`src/rtl/demux_capture_2_if.sv`:
```
// Bus bundle for demux_capture_2: the incoming demux lanes with their
// phase and handshake, and the assembled pair output with its handshake.
interface demux_capture_2_if #(
    parameter int WIDTH = 25
);
    logic [2*WIDTH-1:0] inp;
    logic               sel;
    logic               in_valid;
    logic               in_ready;
    logic [2*WIDTH-1:0] out_data;
    logic               out_valid;
    logic               out_ready;
    logic [7:0]         pair_count;

    // Producer/consumer side that drives lanes and accepts pairs
    modport master (
        output inp, sel, in_valid, out_ready,
        input  in_ready, out_data, out_valid, pair_count
    );

    // Capture block side
    modport slave (
        input  inp, sel, in_valid, out_ready,
        output in_ready, out_data, out_valid, pair_count
    );
endinterface

```
`src/rtl/demux_capture_2.sv`:
```
// Demux capture: picks the valid lane named by sel into one of two slots,
// and once both slots are filled hands the pair {slot1, slot0} downstream
// through a single-entry output register with valid/ready handshake.
module demux_capture_2 #(
    parameter int WIDTH          = 25,
    parameter int WIDTH_REGISTER = 5
) (
    input logic              clk,
    input logic              rst,
    demux_capture_2_if.slave dmx
);

    localparam int NUM_FIELDS = WIDTH / WIDTH_REGISTER;

    // Fill-mask states: bit0 = slot0 filled, bit1 = slot1 filled
    localparam logic [1:0] EMPTY = 2'b00;
    localparam logic [1:0] HAVE0 = 2'b01;
    localparam logic [1:0] HAVE1 = 2'b10;
    localparam logic [1:0] PAIR  = 2'b11;

    logic [WIDTH-1:0]   slot0_q, slot0_d;
    logic [WIDTH-1:0]   slot1_q, slot1_d;
    logic [1:0]         mask_q, mask_d;
    logic [2*WIDTH-1:0] outData_q, outData_d;
    logic               outValid_q, outValid_d;
    logic [7:0]         pairCount_q, pairCount_d;

    logic [WIDTH-1:0]   lane0;
    logic [WIDTH-1:0]   lane1;
    logic               drain;
    logic               capture;
    logic               accept;
    logic               inReady;

    assign lane0 = dmx.inp[WIDTH-1:0];
    assign lane1 = dmx.inp[2*WIDTH-1:WIDTH];

    // A full pair moves out when the output register is free or emptying now
    assign drain   = (mask_q == PAIR) && (!outValid_q || dmx.out_ready);
    // A slot already holding data can be refilled only in the cycle it drains
    assign inReady = !mask_q[dmx.sel] || drain;
    assign capture = dmx.in_valid && inReady;
    assign accept  = outValid_q && dmx.out_ready;

    assign dmx.in_ready   = inReady;
    assign dmx.out_data   = outData_q;
    assign dmx.out_valid  = outValid_q;
    assign dmx.pair_count = pairCount_q;

    // Fill-mask transitions; captures may arrive in either order
    always_comb begin
        mask_d = mask_q;
        unique case (mask_q)
            EMPTY: begin
                if (capture) mask_d = dmx.sel ? HAVE1 : HAVE0;
            end
            HAVE0: begin
                if (capture && dmx.sel) mask_d = PAIR;
            end
            HAVE1: begin
                if (capture && !dmx.sel) mask_d = PAIR;
            end
            PAIR: begin
                if (drain) mask_d = capture ? (dmx.sel ? HAVE1 : HAVE0) : EMPTY;
            end
            default: mask_d = EMPTY;
        endcase
    end

    // Only the lane named by sel is written, into the matching slot
    always_comb begin
        slot0_d = slot0_q;
        slot1_d = slot1_q;
        if (capture && !dmx.sel) slot0_d = lane0;
        if (capture && dmx.sel)  slot1_d = lane1;
    end

    // Assemble the pair field by field so each register lands at the same offset
    always_comb begin
        outData_d = outData_q;
        if (drain) begin
            for (int k = 0; k < NUM_FIELDS; k++) begin
                outData_d[k*WIDTH_REGISTER +: WIDTH_REGISTER] =
                    slot0_q[k*WIDTH_REGISTER +: WIDTH_REGISTER];
                outData_d[WIDTH + k*WIDTH_REGISTER +: WIDTH_REGISTER] =
                    slot1_q[k*WIDTH_REGISTER +: WIDTH_REGISTER];
            end
        end
    end

    // Output valid: set by a drain, cleared by a handshake with nothing replacing it
    always_comb begin
        outValid_d = outValid_q;
        if (drain) begin
            outValid_d = 1'b1;
        end else if (accept) begin
            outValid_d = 1'b0;
        end
    end

    // Handshake counter wraps naturally at 8 bits
    always_comb begin
        pairCount_d = pairCount_q;
        if (accept) pairCount_d = pairCount_q + 8'd1;
    end

    // State registers; reset discards any partial or pending pair
    always_ff @(posedge clk) begin
        if (rst) begin
            slot0_q     <= '0;
            slot1_q     <= '0;
            mask_q      <= EMPTY;
            outData_q   <= '0;
            outValid_q  <= 1'b0;
            pairCount_q <= 8'd0;
        end else begin
            slot0_q     <= slot0_d;
            slot1_q     <= slot1_d;
            mask_q      <= mask_d;
            outData_q   <= outData_d;
            outValid_q  <= outValid_d;
            pairCount_q <= pairCount_d;
        end
    end

endmodule

```
`src/flat_wrapper.sv`:
```
// flat-port wrapper written by rule: the top's interface ports become plain ports
module demux_capture_2_flat 
#(
    parameter int WIDTH          = 25,
    parameter int WIDTH_REGISTER = 5
)
  (clk, rst, dmx_inp, dmx_sel, dmx_in_valid, dmx_out_ready, dmx_in_ready, dmx_out_data, dmx_out_valid, dmx_pair_count);
  demux_capture_2_if #(.WIDTH(WIDTH)) dmx_i ();
  input logic clk;
  input logic rst;
  input wire logic [$bits(dmx_i.inp)-1:0] dmx_inp;
  input wire logic [$bits(dmx_i.sel)-1:0] dmx_sel;
  input wire logic [$bits(dmx_i.in_valid)-1:0] dmx_in_valid;
  input wire logic [$bits(dmx_i.out_ready)-1:0] dmx_out_ready;
  output wire logic [$bits(dmx_i.in_ready)-1:0] dmx_in_ready;
  output wire logic [$bits(dmx_i.out_data)-1:0] dmx_out_data;
  output wire logic [$bits(dmx_i.out_valid)-1:0] dmx_out_valid;
  output wire logic [$bits(dmx_i.pair_count)-1:0] dmx_pair_count;
  assign dmx_i.inp = dmx_inp;
  assign dmx_i.sel = dmx_sel;
  assign dmx_i.in_valid = dmx_in_valid;
  assign dmx_i.out_ready = dmx_out_ready;
  assign dmx_in_ready = dmx_i.in_ready;
  assign dmx_out_data = dmx_i.out_data;
  assign dmx_out_valid = dmx_i.out_valid;
  assign dmx_pair_count = dmx_i.pair_count;
  demux_capture_2 #(.WIDTH(WIDTH), .WIDTH_REGISTER(WIDTH_REGISTER)) u_core (.clk(clk), .rst(rst), .dmx(dmx_i));
endmodule
```
`config.mk`:
```
export PLATFORM = sky130hd
export DESIGN_NAME = demux_capture_2_flat
export DESIGN_NICKNAME = d
export VERILOG_FILES = /design/src/rtl/demux_capture_2_if.sv /design/src/rtl/demux_capture_2.sv /design/src/flat_wrapper.sv
export SDC_FILE = /design/constraint.sdc
export NUM_CORES = 1
export LEC_CHECK = 0
export CORE_ASPECT_RATIO = 1.2
export CORE_UTILIZATION = 45
export CTS_CLUSTER_SIZE = 16
export DETAILED_ROUTE_END_ITERATION = 12
export GPL_ROUTABILITY_DRIVEN = 0
export HOLD_SLACK_MARGIN = 0.06
export PLACE_DENSITY = 0.75
export REMOVE_ABC_BUFFERS = 1
export SYNTH_ARGS = -nofsm -noshare
export SYNTH_HDL_FRONTEND = slang
export SYNTH_SLANG_ARGS = --single-unit
```
`constraint.sdc`:
```
create_clock -name clk -period 2.1 [get_ports clk]
set_input_delay 0.315 -clock clk [delete_from_list [all_inputs] [get_ports clk]]
set_output_delay 0.315 -clock clk [all_outputs]
set_load 0.05 [all_outputs]
```
==> flow_summary.rst <==
.. list-table::
   :header-rows: 1

   * - Metric
     - Value
   * - Internal power summed over all cells
     - 3.53 mW
   * - R2R setup slack
     - 230 ps
   * - Number of sinks handled by clock tree synthesis
     - 111
   * - Max IR drop VDD
     - 551 uV
   * - IO Count
     - 115
   * - Final net count
     - 684
   * - Core Area
     - 9560 sq um
   * - Std cell rows
     - 39
   * - Clock Latency Late Sink
     - 340 ps
   * - HPWL after DPL
     - 7.61 mm
   * - Final hold viol count
     - 0
   * - Aggregate routed wire length
     - 12.2 mm
   * - First drt pass iteration count
     - 5
   * - Sum of negative setup slack
     - 0 ps
   * - Overflow after GRT
     - 0
   * - GR met2 Demand/Resource
     - 0.376
   * - Met1 Usage GRT
     - 0.297
   * - Largest net degree at the start of global routing
     - 51
   * - Max FO, Critical Path
     - 10
   * - Full die area
     - 10300 sq um
   * - Arrival time of data at the critical path endpoint
     - 1640 ps
   * - Max-cap viol count
     - 0
   * - Relative contribution of combinational cells to total power
     - 0.269
   * - Sequential-to-total area share from yosys stat
     - 0.501
   * - Critical Path Source
     - u_core.mask_q[0]
   * - Endpoint type of the worst setup path
     - output port
   * - Final count of negative-setup-slack endpoints
     - 0
   * - GR peak layer
     - met2
   * - Overall fraction of global-route tracks in use
     - 0.231
   * - Result of the run
     - finished, final reports clean
   * - Remaining antenna violation count
     - 0
   * - Portion of total power attributed to the clock network
     - 0.295
   * - Number of synthesized register bits
     - 111
   * - Net Sw Frac
     - 0.334
   * - Final-report max-slew violation count
     - 0
   * - Fraction of registers with async set/reset
     - 0
   * - Net Sw Power
     - 1.77 mW
   * - Measured slew at the worst slew-check pin
     - 690 ps
   * - H-tree levels
     - 3
   * - EDFF count, synth
     - 0
   * - Syn_area_per_cell
     - 8.37 sq um
   * - Hold Path Class
     - input pin to flip-flop
   * - # DRC
     - 0
   * - Die width
     - 92.6 microns
   * - Headroom to the max-slew limit
     - 0.539
   * - Initial antenna violation count
     - 1
   * - Worst path setup slack after routing
     - 141 ps
   * - Total power
     - 5.30 mW
   * - Wire length of the first global-routing pass
     - 19.2 mm
   * - Clock period minus final worst setup slack
     - 1960 ps
   * - Average wire per cell in the routed design
     - 16.2 microns
   * - Met3 demand-to-capacity share in global routing
     - 0.0446
   * - Worst r2r src
     - u_core.dmx.out_valid
   * - Yosys cell types
     - 31
   * - End of the worst register-to-register path
     - u_core.mask_q[0]
   * - Number of warnings issued by yosys
     - 0
   * - Lkg Pwr
     - 2.01 nW
   * - Share of post-route cells with drive strength above 1
     - 0.0751
   * - Starting density of the core
     - 0.464
   * - CTS tree
     - yes
   * - Total number of vias
     - 4347
   * - Area Overhead vs Synth
     - 35.0%
   * - Worst setup timing slack at the placement stage
     - -120 ps
   * - Destination of the critical timing path
     - dmx_in_ready
   * - Register clock-pin slew on the reported worst setup and hold paths
     - 70 ps
   * - Unrepaired setup endpoints after global routing
     - no
   * - Sequential cell fraction of total power
     - 0.436
   * - Clk_skew
     - 8.30 ps
   * - Synth Instances
     - 530
   * - Post-CTS setup buffers
     - 0
   * - Element type at the critical path start
     - flip-flop
   * - Part of the cycle the worst path needs
     - 0.933
   * - Cts bufs inserted
     - 9
   * - Y dimension of the die
     - 111 microns
   * - Drt first-iter violations
     - 296
   * - Buffers on Ports
     - 114
   * - Maximum buffer depth of the clock tree
     - 2
   * - Class of the most critical setup path
     - flip-flop to output port
   * - Number of global-route vias before repair
     - 4014
   * - Buffer cell driving the clock tree root
     - sky130_fd_sc_hd__clkbuf_16
   * - Maximum frequency from static timing analysis
     - 0.511 GHz
   * - Average vias per placed instance
     - 5.80
   * - Synth Cell Area
     - 4440 sq um
   * - Number of cells traversed by the worst register-to-register path
     - 5
   * - Most frequently used flop master after synthesis
     - sky130_fd_sc_hd__dfxtp_1
   * - WP data required
     - 1780 ps
   * - Power density over the cells
     - 885 nW/um^2
timing repair:
item                                    4_1_cts  5_1_grt
endpoints found under the setup margin        0       50
hold buffers                                  0        0
gates resized for setup                       0        1
power groups by stage:
stage                     logic [mW]  registers [mW]  clock network [mW]
after global routing            1.53            2.32                1.68
after global placement          1.37            2.35                   0
after detailed placement        1.40            2.36                   0
final                           1.43            2.31                1.56
after CTS                       1.41            2.31                1.60
after floorplan                0.699            2.40                   0
registers in the layout, summed over array words and instances (netlist names):
register,cells
u_core.slot0_q,25
u_core.dmx.out_data,50
u_core.mask_q,2
u_core.dmx.out_valid,1
u_core.slot1_q,25
u_core.dmx.pair_count,8
final cells by class:
class                           instances  area [sq um]
Antenna cell                            1          2.50
Clock buffer                            9           225
Clock inverter                          5          45.0
Fill cell                             838          3580
Inverter                                8          30.0
Multi-Input combinational cell        358          1980
Sequential cell                       111          2220
Tap cell                              123           154
Timing Repair Buffer                  135          1330
placed cells by master (no fill, tap or decap), types with 2 or more instances in the layout:
cell | synthesis | final
sky130_fd_sc_hd__or3_1 | 2 | 2
sky130_fd_sc_hd__o31ai_1 | 51 | 51
sky130_fd_sc_hd__xnor2_1 | 3 | 3
sky130_fd_sc_hd__clkbuf_16 | 0 | 9
sky130_fd_sc_hd__nand2_1 | 106 | 105
sky130_fd_sc_hd__nor2_4 | 0 | 2
sky130_fd_sc_hd__nand2b_1 | 2 | 2
sky130_fd_sc_hd__buf_2 | 7 | 2
sky130_fd_sc_hd__buf_4 | 5 | 19
sky130_fd_sc_hd__o21ai_0 | 4 | 4
sky130_fd_sc_hd__clkdlybuf4s50_1 | 0 | 110
sky130_fd_sc_hd__ha_1 | 6 | 6
sky130_fd_sc_hd__a21oi_1 | 104 | 104
sky130_fd_sc_hd__dfxtp_1 | 111 | 111
sky130_fd_sc_hd__clkinv_4 | 0 | 3
sky130_fd_sc_hd__xor2_1 | 2 | 2
sky130_fd_sc_hd__nor2_1 | 7 | 6
sky130_fd_sc_hd__nand4_1 | 51 | 51
sky130_fd_sc_hd__a31oi_1 | 2 | 2
sky130_fd_sc_hd__nand3_1 | 4 | 4
sky130_fd_sc_hd__a311oi_1 | 2 | 2
sky130_fd_sc_hd__nor2b_1 | 2 | 2
sky130_fd_sc_hd__buf_12 | 0 | 4
sky130_fd_sc_hd__inv_1 | 5 | 5
sky130_fd_sc_hd__inv_2 | 2 | 2
Yosys cell counts, drive strengths merged, types with 4 or more instances:
library cell    n  area [sq um]
nand3           4          20.0
o21ai           4          20.0
a21oi         104           521
o31ai          51           383
nand2         106           398
buf            12          72.6
ha              6          75.1
dfxtp         111          2220
nand4          51           319
inv             7          26.3
clkbuf         42           158
nor2            7          26.3
per-layer routing:
layer,part of all wire,wire length (microns)
met1,0.42,5060
met2,0.49,5900
met3,0.075,913
met4,0.023,274
met5,0,0
metrics by stage:
step / util / hold slack (ps) / area, sq um / std cells
finish: 0.626 / 427 / 5990 / 750
global route: 0.626 / 435 / 5990 / 750
CTS: 0.625 / 431 / 5970 / 748
detailed placement: 0.596 / 445 / 5700 / 734
global placement: 0.596 / 435 / 5700 / 734
floorplan: - / 384 / 4210 / 476
worst min path at each step:
stage | startpoint | endpoint | slack [ps] | depth (start not counted)
final | dmx_in_valid | u_core.slot0_q[11] | 430 | 3
after global routing | dmx_in_valid | u_core.slot0_q[11] | 430 | 3
after CTS | dmx_in_valid | u_core.slot1_q[5] | 430 | 3
after detailed placement | u_core.slot1_q[4] | u_core.dmx.out_data[29] | 440 | 2
after global placement | u_core.slot1_q[24] | u_core.dmx.out_data[49] | 440 | 2
after floorplan | rst | u_core.dmx.out_data[0] | 380 | 1
worst max-delay path, cell delays in order (launching register included):
cell and delay (ps):
sky130_fd_sc_hd__dfxtp_1 430, sky130_fd_sc_hd__ha_1 210, sky130_fd_sc_hd__buf_4 160, sky130_fd_sc_hd__a21boi_4 60, sky130_fd_sc_hd__inv_2 200, sky130_fd_sc_hd__buf_4 250
cell families after synthesis:
group           Yosys count  share of synthesized area
fa+ha+maj                 6                     0.0169
simple gates            178                      0.186
compound gates          167                      0.224
xor+xnor                  5                    0.00987
buf+inv                  62                     0.0587
flops                   111                      0.501
mux                       1                    0.00338
No activity file was read; power rests on OpenSTA's default activity.
